<file path="config.mk">
export PLATFORM = sky130hd
export DESIGN_NAME = i2c_reg_access
export DESIGN_NICKNAME = d
export VERILOG_FILES = /design/src/rtl/i2c_reg_access.sv
export SDC_FILE = /design/constraint.sdc
export NUM_CORES = 1
export LEC_CHECK = 0
export CAP_MARGIN = 20
export CORE_MARGIN = 2
export CORE_UTILIZATION = 53
export DETAILED_ROUTE_END_ITERATION = 12
export PLACE_DENSITY = 0.82
export SLEW_MARGIN = 10
export SYNTH_ARGS = -nofsm -noshare
export SYNTH_HDL_FRONTEND = slang
export SYNTH_SLANG_ARGS = --single-unit
</file>
<file path="constraint.sdc">
create_clock -name CLK -period 3.85 [get_ports CLK]
set_input_delay 0.77 -clock CLK [delete_from_list [all_inputs] [get_ports CLK]]
set_output_delay 0.77 -clock CLK [all_outputs]
set_load 0.02 [all_outputs]
</file>
<file path="src/rtl/i2c_reg_access.sv">
// Register-access sequencer for top_i2c_master: turns one CPU request into the
// EN/RW/ADDR/DATA_WR drive sequence for an 8-bit register write or read.
module i2c_reg_access #(
  parameter int ADDR_SZ = 7,
  parameter int DATA_SZ = 8,
  parameter int TIMEOUT = 50_000
) (
  input  logic               CLK,
  input  logic               RST,
  input  logic               I_REQ,
  input  logic               I_RW,
  input  logic [ADDR_SZ-1:0] I_DEV_ADDR,
  input  logic [DATA_SZ-1:0] I_REG_ADDR,
  input  logic [DATA_SZ-1:0] I_WDATA,
  output logic               O_READY,
  output logic               O_DONE,
  output logic [DATA_SZ-1:0] O_RDATA,
  output logic               O_ERR,
  output logic               O_TMO,
  output logic               O_M_EN,
  output logic               O_M_RW,
  output logic [ADDR_SZ-1:0] O_M_ADDR,
  output logic [DATA_SZ-1:0] O_M_DATA_WR,
  input  logic               I_M_BUSY,
  input  logic               I_M_ACK_FL,
  input  logic [DATA_SZ-1:0] I_M_DATA_RD
);

  localparam int CNT_W = (TIMEOUT > 1) ? $clog2(TIMEOUT) : 1;

  typedef enum logic [2:0] {
    S_IDLE, S_START, S_BYTE1, S_BYTE2, S_WAIT_END, S_DONE
  } state_t;

  state_t             state_q, state_d;
  logic               busy_q;
  logic [CNT_W-1:0]   cnt_q, cnt_d;
  logic               en_q, en_d, rw_q, rw_d, op_rw_q, op_rw_d;
  logic [ADDR_SZ-1:0] addr_q, addr_d;
  logic [DATA_SZ-1:0] data_wr_q, data_wr_d, wdata_q, wdata_d, rdata_q, rdata_d;
  logic               done_q, done_d, err_q, err_d, tmo_q, tmo_d;
  logic               rise, fall, err_now, expired, waiting;

  assign rise    = I_M_BUSY & ~busy_q;
  assign fall    = ~I_M_BUSY & busy_q;
  assign err_now = err_q | I_M_ACK_FL;
  assign expired = (cnt_q == CNT_W'(TIMEOUT - 1));
  assign waiting = (state_q == S_START) || (state_q == S_BYTE1) ||
                   (state_q == S_BYTE2) || (state_q == S_WAIT_END);

  assign O_READY     = (state_q == S_IDLE) & ~I_M_BUSY;
  assign O_DONE      = done_q;
  assign O_RDATA     = rdata_q;
  assign O_ERR       = err_q;
  assign O_TMO       = tmo_q;
  assign O_M_EN      = en_q;
  assign O_M_RW      = rw_q;
  assign O_M_ADDR    = addr_q;
  assign O_M_DATA_WR = data_wr_q;

  always_comb begin
    state_d   = state_q;
    cnt_d     = waiting ? cnt_q + CNT_W'(1) : cnt_q;
    en_d      = en_q;
    rw_d      = rw_q;
    op_rw_d   = op_rw_q;
    addr_d    = addr_q;
    data_wr_d = data_wr_q;
    wdata_d   = wdata_q;
    rdata_d   = rdata_q;
    done_d    = 1'b0;
    err_d     = err_q;
    tmo_d     = tmo_q;
    if (state_q != S_IDLE && I_M_ACK_FL) err_d = 1'b1;

    case (state_q)
      S_IDLE: begin
        if (I_REQ && O_READY) begin
          en_d      = 1'b1;
          rw_d      = 1'b0;
          addr_d    = I_DEV_ADDR;
          data_wr_d = I_REG_ADDR;
          wdata_d   = I_WDATA;
          op_rw_d   = I_RW;
          err_d     = 1'b0;
          tmo_d     = 1'b0;
          state_d   = S_START;
        end
      end
      S_START: begin
        if (rise) begin
          if (op_rw_q) rw_d = 1'b1;
          else         data_wr_d = wdata_q;
          state_d = S_BYTE1;
        end else if (fall && err_now) begin
          en_d    = 1'b0;
          state_d = S_WAIT_END;
        end
      end
      S_BYTE1: begin
        // Falls between bytes are normal; only a NACKed transfer ends here.
        if (rise) begin
          en_d    = 1'b0;
          state_d = S_BYTE2;
        end else if (fall && err_now) begin
          en_d    = 1'b0;
          state_d = S_WAIT_END;
        end
      end
      S_BYTE2: begin
        if (fall) begin
          if (op_rw_q && !err_now) rdata_d = I_M_DATA_RD;
          state_d = S_WAIT_END;
        end
      end
      S_WAIT_END: begin
        done_d  = 1'b1;
        state_d = S_DONE;
      end
      S_DONE:  state_d = S_IDLE;
      default: state_d = S_IDLE;
    endcase

    // Timeout overrides whatever the waiting state decided this cycle.
    if (waiting && expired) begin
      en_d    = 1'b0;
      tmo_d   = 1'b1;
      done_d  = 1'b1;
      state_d = S_DONE;
    end
    if (state_d != state_q) cnt_d = '0;
  end

  always_ff @(posedge CLK or posedge RST) begin
    if (RST) begin
      state_q   <= S_IDLE;
      busy_q    <= 1'b0;
      cnt_q     <= '0;
      en_q      <= 1'b0;
      rw_q      <= 1'b0;
      op_rw_q   <= 1'b0;
      addr_q    <= '0;
      data_wr_q <= '0;
      wdata_q   <= '0;
      rdata_q   <= '0;
      done_q    <= 1'b0;
      err_q     <= 1'b0;
      tmo_q     <= 1'b0;
    end else begin
      state_q   <= state_d;
      busy_q    <= I_M_BUSY;
      cnt_q     <= cnt_d;
      en_q      <= en_d;
      rw_q      <= rw_d;
      op_rw_q   <= op_rw_d;
      addr_q    <= addr_d;
      data_wr_q <= data_wr_d;
      wdata_q   <= wdata_d;
      rdata_q   <= rdata_d;
      done_q    <= done_d;
      err_q     <= err_d;
      tmo_q     <= tmo_d;
    end
  end

endmodule

</file>
==> flow_summary.toml, run 1 <==
[setup_path]
path_max_fanout = 9
worst_path_largest_cell_delay_ns = 0.62
crit_required_ns = 3.08
end_kind = "output pin"
arrival_ns = 2.08
path_class = "in2out"
path_buf_inv = 2
start_kind = "primary input"
slowest_stage = "clkdlybuf4s50_1"
crit_chain = "clkdlybuf4s50_1, nor2_1, clkdlybuf4s50_1"
cp_top_family = "buffers and inverters"
crit_top_cell = "clkdlybuf4s50_1"

[timing]
hold_viol = 0
setup_violations = 0
drv_slew = 0
skew_ns = 0.0114
worst_pin_slew_ns = 0.962
rsz0062_at_grt = "false"
fmax_mhz = 351
slew_headroom_pct = 35.9
setup_tns_ns = 0
timing.hold.ws_ns = 0.474
finalCritPeriodShare_pct = 73.9
fin_crit_ns = 2.85

[global_routing]
grt_pass1_wl_mm = 9.42
globalRouteOverflowTotal = 0
antenna_found_initial = 0
grtUsageTotal_pct = 22.7
first_global_vias = 2019
grt_start_max_net_pins = 35

[clocking]
cts_resized = 0
post-cts-setup-buffer-count = 0
clkTransAtPathRegs_ns = 0.06
htree_levels = 3
cts_sinks = 57
cts_buffers = 9
tritoncts = "yes"
cts_hold_buf = 0
cts_buffer_depth = 2
cts_root_buffer = "clkbuf_8"
insertion_delay_ns = 0.33

[synthesis]
ys_types = 40
ys_seq_elements = 57
syn_area_um2 = 2670
synth.most_common_cell = "dfrtp_1"
synth_common_cells = "dfrtp_1, nand2_1, nor2_1"
yosysSeqAreaShare_pct = 53.4
syn_inst = 269
yosys-top-cells-area = "dfrtp_1, nand2_1, mux2i_1, mux2_2, a21oi_1"
synthesis.nets = 307
ys_async_sr_fraction_pct = 100
synth_ff_type = "dfrtp_1"
yosysWarnings = 0
synth_edf_count = 0
yosysTopAreaCell = "dfrtp_1"
avgSynthCellArea_um2 = 9.93
synth.top_cell.area_share_pct = 53.4

[routing]
drtAntennaViolNets = 0
via_per_inst = 5.44
vias = 2204
dr.pass1.iters = 4
drc = 0
wirelength_mm = 5.92
dr.first_iter.drc_count = 64
wl_per_cell_um = 14.6

[floorplan]
die_w_um = 75.0
rows = 25
core_um2 = 4790
die_height_um = 75.0
io_pins = 66
start_util_pct = 55.8
die_area_um2 = 5620

[placement]
post-dp-hpwl_mm = 4.04
finalWeightedCongestion = 0.884
port-buffer-count = 65

[pwr]
p_leak_nw = 1.56
cellPowerDensity_nw_per_um2 = 670
irDropWorstVdd_mv = 0.353

[run_status]
outcome = "finished, final reports clean"

[layout]
nFillCells = 372
drive_gt1_share_pct = 8.28
fin_nets = 372
diodes = 0
areaGrowthSynthToFinish_pct = 32.5

[min_path]
hold_class = "reg2reg"

[flow_run]
drv_cap = 0
-- flip-flops by register name, summed over array words and instances (netlist names) --
name / count
O_TMO: 1
O_ERR: 1
O_M_DATA_WR: 8
wdata_q: 8
O_M_RW: 1
cnt_q: 16
state_q: 3
op_rw_q: 1
O_RDATA: 8
busy_q: 1
O_DONE: 1
O_M_ADDR: 7
O_M_EN: 1
-- final cells by class --
type / count / area (um^2) / area share (%)
sequential: 57 / 1430 / 40.3
multi-input combinational: 193 / 1160 / 32.8
timing repair buffer: 68 / 673 / 19.0
clock buffer: 11 / 131 / 3.71
tap: 67 / 83.8 / 2.37
clock inverter: 4 / 45.0 / 1.27
inverter: 5 / 18.8 / 0.530
-- metrics by stage --
step / std cells / util, % / setup WS, ns / area (um^2) / total power [W]
after floorplan: 269 / - / 1.68 / 2670 / 0.00151
after global placement: 390 / 70.3 / 1.03 / 3360 / 0.00183
after detailed placement: 390 / 70.3 / 0.987 / 3360 / 0.00186
after CTS: 405 / 74.0 / 0.997 / 3540 / 0.00238
after global routing: 405 / 74.0 / 0.929 / 3540 / 0.00252
final: 405 / 74.0 / 1.00 / 3540 / 0.00237
-- path summary, 6_finish.rpt --
path / slack [ns] / from / to / cells past startpoint
min in group asynchronous: 0.78 / RST / O_RDATA[2] / 2
hold reg to reg: 0.47 / O_M_ADDR[6] / O_M_ADDR[6] / 2
max in group asynchronous: 2.26 / RST / O_RDATA[5] / 3
setup reg to reg: 1.38 / state_q[0] / O_M_DATA_WR[2] / 4
setup / recovery: 1.00 / I_M_BUSY / O_READY / 3
hold / removal: 0.47 / O_M_ADDR[6] / O_M_ADDR[6] / 2
-- power breakdown --
part / leakage (nW) / total (W) / internal (W) / switching [W]
clock: 0.0929 / 0.000517 / 0.000292 / 0.000225
sequential: 0.734 / 0.000928 / 0.000779 / 0.000149
combinational: 0.737 / 0.000926 / 0.000425 / 0.000501
-- routing by layer --
| layer | GRT usage (%) | vias to the layer above | wire, um | part of all wire (%) |
|---|---|---|---|---|
| met5 | 0 | - | 0 | 0 |
| met4 | 8.33 | 0 | 90 | 1.5 |
| met3 | 7.36 | 10 | 279 | 4.7 |
| met2 | 35.2 | 63 | 2870 | 49 |
| met1 | 30.0 | 1055 | 2670 | 45 |
| li1 | - | 1076 | - | - |
-- cell usage in the layout (no fill, tap or decap), drive strengths merged, types with 2 or more instances in the layout --
cell type / count
dfrtp: 57
o31ai: 4
clkdlybuf4s50: 65
o21a: 2
nand4: 4
nand3: 5
buf: 3
clkbuf: 11
inv: 5
a211oi: 6
nor4b: 3
o21ai: 8
xnor2: 7
nor3b: 2
or3: 8
or4: 2
mux2: 8
mux2i: 9
o32ai: 2
nor2: 17
a21oi: 15
nand2: 53
nor3: 14
and4: 2
a21o: 2
a211o: 2
nor2b: 2
nor4: 2
clkinv: 3
nand2b: 6
-- worst min-delay path, stage by stage (launching register included) --
cell and delay [ns]:
dfrtp_1 0.34, nand2_1 0.05, nand2_1 0.06
-- cells by family (layout without fill, tap and decap cells) --
logic type / after synthesis / in the layout / share of synthesized area (%)
AO/OA/AOI/OAI: 44 / 44 / 10.9
XOR/XNOR: 8 / 8 / 2.62
adder cells (fa/ha/maj): 1 / 1 / 0.468
buffers and inverters: 19 / 88 / 3.33
flip-flops: 57 / 57 / 53.4
multiplexers: 17 / 17 / 6.75
AND/OR/NAND/NOR: 123 / 123 / 22.5
(Power assumes the default switching activity.)
==> run 2: changes to the inputs <==
--- a/config.mk
+++ b/config.mk
@@ -7,9 +7,9 @@
 export LEC_CHECK = 0
 export CAP_MARGIN = 20
 export CORE_MARGIN = 2
-export CORE_UTILIZATION = 53
+export CORE_UTILIZATION = 44
 export DETAILED_ROUTE_END_ITERATION = 12
-export PLACE_DENSITY = 0.82
+export PLACE_DENSITY = 0.72
 export SLEW_MARGIN = 10
 export SYNTH_ARGS = -nofsm -noshare
 export SYNTH_HDL_FRONTEND = slang
==> constraint.sdc (replaced) <==
create_clock -name CLK -period 2.5 [get_ports CLK]
set_input_delay 0.5 -clock CLK [delete_from_list [all_inputs] [get_ports CLK]]
set_output_delay 0.5 -clock CLK [all_outputs]
set_load 0.02 [all_outputs]
==> run 2 against run 1 <==
  * Via count shrank 1.3%
  * Sequential share of layout area shrank 1.2 points
  * Combinational power grew 65%
  * Clock power grew 64%
  * Largest cell class unchanged
  * Largest power group is now combinational logic
==> flow_summary.toml, run 2 (synthesis results as in run 1) <==
[timing]
rsz0062_at_grt = "false"
hold_viol = 0
fin_crit_ns = 2.14
worst_pin_slew_ns = 0.654
setup_violations = 0
timing.hold.ws_ns = 0.477
fmax_mhz = 467
finalCritPeriodShare_pct = 85.6
slew_headroom_pct = 56.3
drv_slew = 0
skew_ns = 0.00619
setup_tns_ns = 0

[clocking]
cts_buffers = 9
post-cts-setup-buffer-count = 0
cts_hold_buf = 0
cts_root_buffer = "clkbuf_8"
cts_sinks = 57
clkTransAtPathRegs_ns = 0.06
cts_buffer_depth = 2
tritoncts = "yes"
insertion_delay_ns = 0.33
cts_resized = 0
htree_levels = 3

[setup_path]
path_class = "reg2reg"
path_max_fanout = 10
end_kind = "flop"
crit_required_ns = 2.74
arrival_ns = 2.38
start_kind = "flop"

[layout]
largest_reg_flops = 16
layout_commonest_cell = "clkdlybuf4s50_1"
drive_gt1_share_pct = 11.0
fin_nets = 381
nFillCells = 509
areaGrowthSynthToFinish_pct = 36.7
diodes = 0
final_util_pct = 62.0
layout_common_cells = "clkdlybuf4s50_1, dfrtp_1, nand2_1, nor2_1, a21oi_1"
top_register = "cnt_q"

[floorplan]
die_w_um = 81.9
core_um2 = 5890
io_pins = 66
die_height_um = 81.9
start_util_pct = 45.4
rows = 28
die_area_um2 = 6710

[global_routing]
antenna_found_initial = 0
busiest_layer = "met2"
globalRouteOverflowTotal = 0
grt_pass1_wl_mm = 9.88
grtUsageTotal_pct = 19.4
first_global_vias = 2098
grt_start_max_net_pins = 28
grtUsageMet1_pct = 25.2
gr-usage-met3_pct = 4.18
use_met2_pct = 30.5

[routing]
dr.pass1.iters = 4
wl_per_cell_um = 14.3
dr.first_iter.drc_count = 105
wirelength_mm = 6.04
vias = 2176
drc = 0
via_per_inst = 5.16
drtAntennaViolNets = 0

[pwr]
irDropWorstVdd_mv = 0.682
p_leak_nw = 1.64
cellPowerDensity_nw_per_um2 = 1030

[flow_run]
drv_cap = 0

[placement]
port-buffer-count = 65
finalWeightedCongestion = 0.821
post-dp-hpwl_mm = 4.29

[min_path]
hold_class = "reg2reg"

[run_status]
outcome = "finished, final reports clean"
run 2: final cells by class:
| cell class | count | area, um^2 | share of cell area [%] |
|---|---|---|---|
| Sequential cell | 57 | 1430 | 39.1 |
| Multi-Input combinational cell | 193 | 1160 | 31.8 |
| Timing Repair Buffer | 77 | 756 | 20.7 |
| Clock buffer | 12 | 155 | 4.25 |
| Tap cell | 75 | 93.8 | 2.57 |
| Clock inverter | 3 | 40.0 | 1.10 |
| Inverter | 5 | 18.8 | 0.514 |
run 2: metal layers:
layer | share of wire (%) | vias up
met5 | 0 | -
met4 | 1.3 | 0
met3 | 5.1 | 6
met2 | 47 | 57
met1 | 46 | 1020
li1 | - | 1093
run 2: worst max-delay path, stage by stage, from the launching register on:
cell      delay (ns)
dfrtp_1         0.48
o21a_1          0.32
or3_1           0.50
or4_1           0.51
a211oi_1        0.24
run 2: metrics by stage:
stage                     worst slack [ns]  cell area, um^2  total power [W]  cells
after detailed placement            0.0359             3450          0.00294    407
after floorplan                      0.544             2670          0.00232    269
final                                0.361             3650          0.00376    422
after CTS                          0.00709             3650          0.00380    422
after global placement               0.107             3450          0.00290    407
after global routing                 0.220             3650          0.00401    422
run 2: final timing paths:
check                                start             end  slack (ns)  cells past startpoint
worst max-delay path            state_q[1]       cnt_q[15]        0.36                      4
worst min-delay path            wdata_q[5]      wdata_q[5]        0.48                      2
worst max register to register  state_q[1]       cnt_q[15]        0.36                      4
worst min register to register  wdata_q[5]      wdata_q[5]        0.48                      2
max in group asynchronous              RST  O_M_DATA_WR[3]        1.33                      3
min in group asynchronous              RST     O_M_ADDR[2]        0.56                      2
run 2: power breakdown:
part           switching [W]  total (W)  internal, W  leakage [nW]
combinational       0.000828    0.00153     0.000703         0.802
sequential          0.000179    0.00138      0.00120         0.734
clock               0.000344   0.000850     0.000506         0.102
total                0.00135    0.00376      0.00241          1.64
==> run 3: changes to the inputs <==
--- a/config.mk
+++ b/config.mk
@@ -10,6 +10,7 @@
 export CORE_UTILIZATION = 44
 export DETAILED_ROUTE_END_ITERATION = 12
 export PLACE_DENSITY = 0.72
+export SKIP_LAST_GASP = 1
 export SLEW_MARGIN = 10
 export SYNTH_ARGS = -nofsm -noshare
 export SYNTH_HDL_FRONTEND = slang
==> results of run 3 <==
The final DEF is identical to that of run 2; final timing and power are the same.
